$ cat src/rtl/pipeline_hazard_controller_pkg.sv
// Shared types and constants for the IF/ID/EX hazard controller: FSM encoding,
// control-output bundle and its default (free-running) value.
package pipeline_hazard_controller_pkg;

  typedef enum logic [1:0] {
    ST_RUN        = 2'b00,
    ST_LOAD_STALL = 2'b01,
    ST_MULTI      = 2'b10
  } state_e;

  localparam logic [4:0]  ZERO_REG  = 5'd0;
  localparam int          CNT_W     = 4;
  localparam int          STALL_W   = 16;
  localparam logic [15:0] STALL_MAX = 16'hFFFF;

  typedef struct packed {
    logic pc_write;
    logic if_id_write;
    logic id_ex_bubble;
    logic if_id_flush;
    logic ex_hold;
    logic multi_done;
  } ctrl_t;

  // Pipeline advancing normally: PC and IF/ID enabled, nothing inserted or held.
  localparam ctrl_t CTRL_DEFAULT = '{pc_write: 1'b1, if_id_write: 1'b1, default: 1'b0};

endpackage

$ cat src/rtl/pipeline_hazard_controller_load_use_detector.sv
// Combinational load-use compare between the load in ID/EX and the sources of
// the instruction in IF/ID. Register 0 is hardwired and never creates a hazard.
module load_use_detector
  import pipeline_hazard_controller_pkg::*;
#(
  parameter int REG_ADDR_W = 5
) (
  input  logic [REG_ADDR_W-1:0] ifIdRs,
  input  logic [REG_ADDR_W-1:0] ifIdRt,
  input  logic                  ifIdUsesRt,
  input  logic                  idExMemRead,
  input  logic [REG_ADDR_W-1:0] idExRt,
  output logic                  hit
);

  logic w_rs_match;
  logic w_rt_match;
  logic w_dest_nonzero;

  assign w_dest_nonzero = (idExRt != REG_ADDR_W'(ZERO_REG));
  assign w_rs_match     = (idExRt == ifIdRs);
  assign w_rt_match     = ifIdUsesRt && (idExRt == ifIdRt);
  assign hit            = idExMemRead && w_dest_nonzero && (w_rs_match || w_rt_match);

endmodule

$ cat src/rtl/pipeline_hazard_controller.sv
// Hazard sequencer for the IF/ID/EX pipeline: load-use stall, branch flush and
// multi-cycle EX hold. Outputs decode state+inputs; stallCount is registered.
module pipeline_hazard_controller
  import pipeline_hazard_controller_pkg::*;
#(
  parameter int MULTI_LATENCY = 4,
  parameter int REG_ADDR_W    = 5
) (
  input  logic                  clk,
  input  logic                  reset,
  input  logic [REG_ADDR_W-1:0] ifIdRs,
  input  logic [REG_ADDR_W-1:0] ifIdRt,
  input  logic                  ifIdUsesRt,
  input  logic                  idExMemRead,
  input  logic [REG_ADDR_W-1:0] idExRt,
  input  logic                  idExMulti,
  input  logic                  branchTaken,
  output logic                  pcWrite,
  output logic                  ifIdWrite,
  output logic                  idExBubble,
  output logic                  ifIdFlush,
  output logic                  exHold,
  output logic                  multiDone,
  output logic [STALL_W-1:0]    stallCount,
  output logic [1:0]            dbg_state
);

  state_e             r_state;
  logic [CNT_W-1:0]   r_count;
  logic [STALL_W-1:0] r_stall_count;

  state_e           w_next_state;
  logic [CNT_W-1:0] w_next_count;
  ctrl_t            w_ctrl;
  logic             w_hit;

  load_use_detector #(
    .REG_ADDR_W (REG_ADDR_W)
  ) u_load_use_detector (
    .ifIdRs      (ifIdRs),
    .ifIdRt      (ifIdRt),
    .ifIdUsesRt  (ifIdUsesRt),
    .idExMemRead (idExMemRead),
    .idExRt      (idExRt),
    .hit         (w_hit)
  );

  always_comb begin
    w_ctrl       = CTRL_DEFAULT;
    w_next_state = r_state;
    w_next_count = r_count;
    if (!reset) begin
      case (r_state)
        ST_RUN: begin
          // A taken branch kills the younger instructions, so their hazards are moot.
          if (branchTaken) begin
            w_ctrl.if_id_flush  = 1'b1;
            w_ctrl.id_ex_bubble = 1'b1;
          end else if (idExMulti) begin
            w_ctrl.pc_write    = 1'b0;
            w_ctrl.if_id_write = 1'b0;
            w_ctrl.ex_hold     = 1'b1;
            w_next_state       = ST_MULTI;
            w_next_count       = CNT_W'(MULTI_LATENCY - 2);
          end else if (w_hit) begin
            w_ctrl.pc_write     = 1'b0;
            w_ctrl.if_id_write  = 1'b0;
            w_ctrl.id_ex_bubble = 1'b1;
            w_next_state        = ST_LOAD_STALL;
          end
        end
        ST_LOAD_STALL: begin
          w_next_state = ST_RUN;
        end
        ST_MULTI: begin
          if (r_count != '0) begin
            w_ctrl.pc_write    = 1'b0;
            w_ctrl.if_id_write = 1'b0;
            w_ctrl.ex_hold     = 1'b1;
            w_next_count       = r_count - 1'b1;
          end else begin
            w_ctrl.multi_done = 1'b1;
            w_next_state      = ST_RUN;
          end
        end
        default: begin
          w_next_state = ST_RUN;
        end
      endcase
    end
  end

  always_ff @(posedge clk) begin
    if (reset) begin
      r_state       <= ST_RUN;
      r_count       <= '0;
      r_stall_count <= '0;
    end else begin
      r_state <= w_next_state;
      r_count <= w_next_count;
      if (!w_ctrl.pc_write && (r_stall_count != STALL_MAX)) begin
        r_stall_count <= r_stall_count + 1'b1;
      end
    end
  end

  assign pcWrite    = w_ctrl.pc_write;
  assign ifIdWrite  = w_ctrl.if_id_write;
  assign idExBubble = w_ctrl.id_ex_bubble;
  assign ifIdFlush  = w_ctrl.if_id_flush;
  assign exHold     = w_ctrl.ex_hold;
  assign multiDone  = w_ctrl.multi_done;
  assign stallCount = r_stall_count;
  assign dbg_state  = r_state;

endmodule

$ cat config.mk
export PLATFORM = sky130hd
export DESIGN_NAME = pipeline_hazard_controller
export DESIGN_NICKNAME = d
export VERILOG_FILES = /design/src/rtl/pipeline_hazard_controller_pkg.sv /design/src/rtl/pipeline_hazard_controller_load_use_detector.sv /design/src/rtl/pipeline_hazard_controller.sv
export SDC_FILE = /design/constraint.sdc
export NUM_CORES = 1
export LEC_CHECK = 0
export CAP_MARGIN = 15
export CORE_MARGIN = 1
export CORE_UTILIZATION = 41
export DETAILED_ROUTE_END_ITERATION = 8
export GPL_TIMING_DRIVEN = 0
export PLACE_DENSITY = 0.76
export SLEW_MARGIN = 20
export SYNTH_ARGS = -nofsm -noshare
export SYNTH_HDL_FRONTEND = slang
export SYNTH_HIERARCHICAL = 1
export SYNTH_SLANG_ARGS = --single-unit
$ cat constraint.sdc
create_clock -name clk -period 2.8 [get_ports clk]
set_input_delay 0.56 -clock clk [delete_from_list [all_inputs] [get_ports clk]]
set_output_delay 0.56 -clock clk [all_outputs]
set_load 0.02 [all_outputs]
==> results.sh <==
export IMPL_power_uw=637
export IMPL_start_util_pct=43.7
export IMPL_startpoint_type="input pin"
export IMPL_design_portCount=45
export IMPL_grt_usage_pct=22.8
export IMPL_skew_ps=7.91
export IMPL_leakagePower_uw=0.000749
export IMPL_area_growth_pct=45.2
export IMPL_totalWireLength_mm=3.92
export IMPL_wire_per_inst_um=15.3
export IMPL_drv_slew=0
export IMPL_std_cell_rows=20
export IMPL_clkTransAtPathRegs_ps=130
export IMPL_preCtsSetupSlack_ps=-1140
export IMPL_yosysSeqAreaShare_pct=32.4
export IMPL_tritoncts_num_sinks=22
export IMPL_async_flop_share_pct=0
export IMPL_grt_pass1_wl_mm=6.15
export IMPL_final_nets=236
export IMPL_post_dp_hpwl_mm=2.76
export IMPL_dp_cells=246
export IMPL_required_ps=2240
export IMPL_finalSetupViolations=0
export IMPL_holdWs_ps=535
export IMPL_fin_crit_ps=2770
export IMPL_cap_violations=0
export IMPL_overflow=0
export IMPL_hold_buffers=0
export IMPL_detail_route_vias_per_cell=5.77
export IMPL_die_area_mm2=0.00355
export IMPL_fmax_mhz=362
export IMPL_antenna_left=0
export IMPL_core_mm2=0.00310
export IMPL_synth_edff_count=0
export IMPL_fin_setup_tns_ps=0
export IMPL_final_cells=256
export IMPL_htree_levels=1
export IMPL_dieHeight_um=59.5
export IMPL_relSlewSlack_pct=60.8
export IMPL_cts_tree="built"
export IMPL_grt_pass1_vias=1363
export IMPL_cts_buffer_depth=2
export IMPL_cts_buffers=3
export IMPL_nFillCells=279
export IMPL_reg2reg_setup_slack_ps=680
export IMPL_firstDrtPassIters=4
export IMPL_syn_cell_area_mm2=0.00136
export IMPL_p_per_area_mw_per_mm2=323
export IMPL_io_buffer_count=44
export IMPL_irDropWorstVdd_v=0.000217
export IMPL_vias=1477
export IMPL_synth_flop_cell="dfxtp_1"
export IMPL_hold_viol=0
export IMPL_postSynthCellCount=158
export IMPL_finalCritPeriodShare_pct=98.8
export IMPL_cp_max_fo=3
export IMPL_insertion_delay_ps=310
export IMPL_ys_seq_elements=22
export IMPL_grt_max_degree=13
export IMPL_syn_nets=181
export IMPL_drive_gt1_share_pct=19.8
export IMPL_drc=0
export IMPL_globalplace_congestion=0.816
export IMPL_syn_area_per_cell_um2=8.59
export IMPL_diodes=0
export IMPL_synth_distinct_cells=46
export IMPL_die_w_um=59.5
export IMPL_status="completed"
export IMPL_layout_setup_ws_ps=34.8
export IMPL_drtIter0Drc=92
export IMPL_arrival_ps=2210
export IMPL_antenna_found_initial=0
export IMPL_tightest_slew_ps=583
export IMPL_cts_root_buf="clkbuf_4"
export IMPL_ys_warn_count=6
export IMPL_hold_class="reg2reg"
export IMPL_crit_type="in2out"
export IMPL_end_kind="primary output"
[Yosys cell counts, types with 2 or more instances]
| cell type | number | area [µm²] |
|---|---|---|
| xor2_1 | 9 | 78.8 |
| dfxtp_1 | 22 | 440 |
| and2_1 | 3 | 18.8 |
| inv_1 | 5 | 18.8 |
| nor3_1 | 13 | 65.1 |
| mux2i_1 | 5 | 50.1 |
| o311ai_0 | 3 | 26.3 |
| ha_1 | 2 | 25.0 |
| nor4_2 | 2 | 25.0 |
| buf_2 | 3 | 15.0 |
| nand2_1 | 11 | 41.3 |
| nor2_1 | 6 | 22.5 |
| nand3_1 | 9 | 45.0 |
| and4_1 | 2 | 17.5 |
| xnor2_1 | 3 | 26.3 |
| a21oi_1 | 9 | 45.0 |
| o21ai_0 | 2 | 10.0 |
| or4_1 | 5 | 37.5 |
| o41ai_1 | 2 | 17.5 |
| nand4_1 | 9 | 56.3 |
| o21ai_1 | 2 | 10.0 |
| o31ai_1 | 3 | 22.5 |
| nor4_1 | 2 | 12.5 |
| nor2b_1 | 4 | 25.0 |
[path summary, 6_finish.rpt]
check | from | end | cells after the start
setup reg to reg | stallCount[0] | stallCount[9] | 5
hold reg to reg | stallCount[5] | stallCount[5] | 2
hold / removal | stallCount[5] | stallCount[5] | 2
setup / recovery | idExRt[3] | pcWrite | 10
[critical path, stage by stage]
cell	delay [ps]
buf_6	100
or4_4	530
o21ai_2	150
a21oi_2	50
o21ba_2	210
o211a_4	240
inv_4	70
buf_8	100
buf_6	80
buf_6	100
[sequential cells by signal, summed over array words and instances, names as in the netlist]
| register | count |
|---|---|
| dbg_state | 2 |
| stallCount | 16 |
| r_count | 4 |
[metal layers]
| layer | up-vias | global-route usage (%) | part of all wire, % |
|---|---|---|---|
| met1 | 696 | 28.3 | 42 |
| met4 | 0 | 6.31 | 0.51 |
| met5 | - | 0 | 0 |
| li1 | 703 | - | - |
| met2 | 76 | 39.6 | 49 |
| met3 | 2 | 5.02 | 9.0 |
[cell families (layout without fill, tap and decap cells)]
logic type                 count (synthesis)  in the layout  synth area share (%)
DFF                                       22             22                  32.4
buffers and inverters                     13             67                  4.70
AOI/OAI and AO/OA                         26             26                  13.5
muxes                                      7              7                  5.35
adders and majority gates                  2              2                  1.84
and+or+nand+nor                           76             76                  34.4
xor gates and xnor gates                  12             12                  7.74
[stage by stage]
step	cell area, µm²	utilization [%]
after floorplan	1370	-
after global placement	1860	60.0
after detailed placement	1860	60.0
after CTS	1960	63.0
after global routing	1970	63.5
final	1970	63.5
[report_power, final]
group          leakage [µW]  total, µW  internal, µW  switching (µW)
Clock             0.0000210        179          79.4            99.4
Combinational      0.000550        135          69.5            65.2
Sequential         0.000178        324           318            5.98
[layout by cell type (no fill, tap or decap), drive strengths merged, types with 4 or more instances in the layout]
cell / Yosys / final
dfxtp: 22 / 22
clkbuf: 1 / 5
nor3: 13 / 13
nand2: 11 / 11
nor4: 5 / 5
mux2i: 5 / 5
clkdlybuf4s50: 0 / 25
or4: 5 / 5
o21ai: 4 / 4
nor2: 6 / 6
xor2: 9 / 9
a21oi: 9 / 9
nand3: 9 / 9
buf: 6 / 21
dlygate4sd2: 0 / 6
inv: 6 / 6
nor2b: 4 / 4
nand4: 10 / 10
[repair_timing]
item | in CTS | in global routing
pin swaps | 12 | 9
setup endpoints to repair | 7 | 2
setup buffers | 6 | 2
resized for setup | 56 | 9
[cell type report]
class | instances | area [µm²] | share of cell area, %
Inverter | 6 | 25.0 | 1.27
Tap cell | 44 | 55.1 | 2.79
Clock buffer | 4 | 36.3 | 1.84
Buffer | 5 | 47.5 | 2.41
Sequential cell | 22 | 440 | 22.3
Multi-Input combinational cell | 123 | 895 | 45.4
Timing Repair Buffer | 52 | 472 | 23.9
Note: power is estimated with default switching activity, not from simulation.
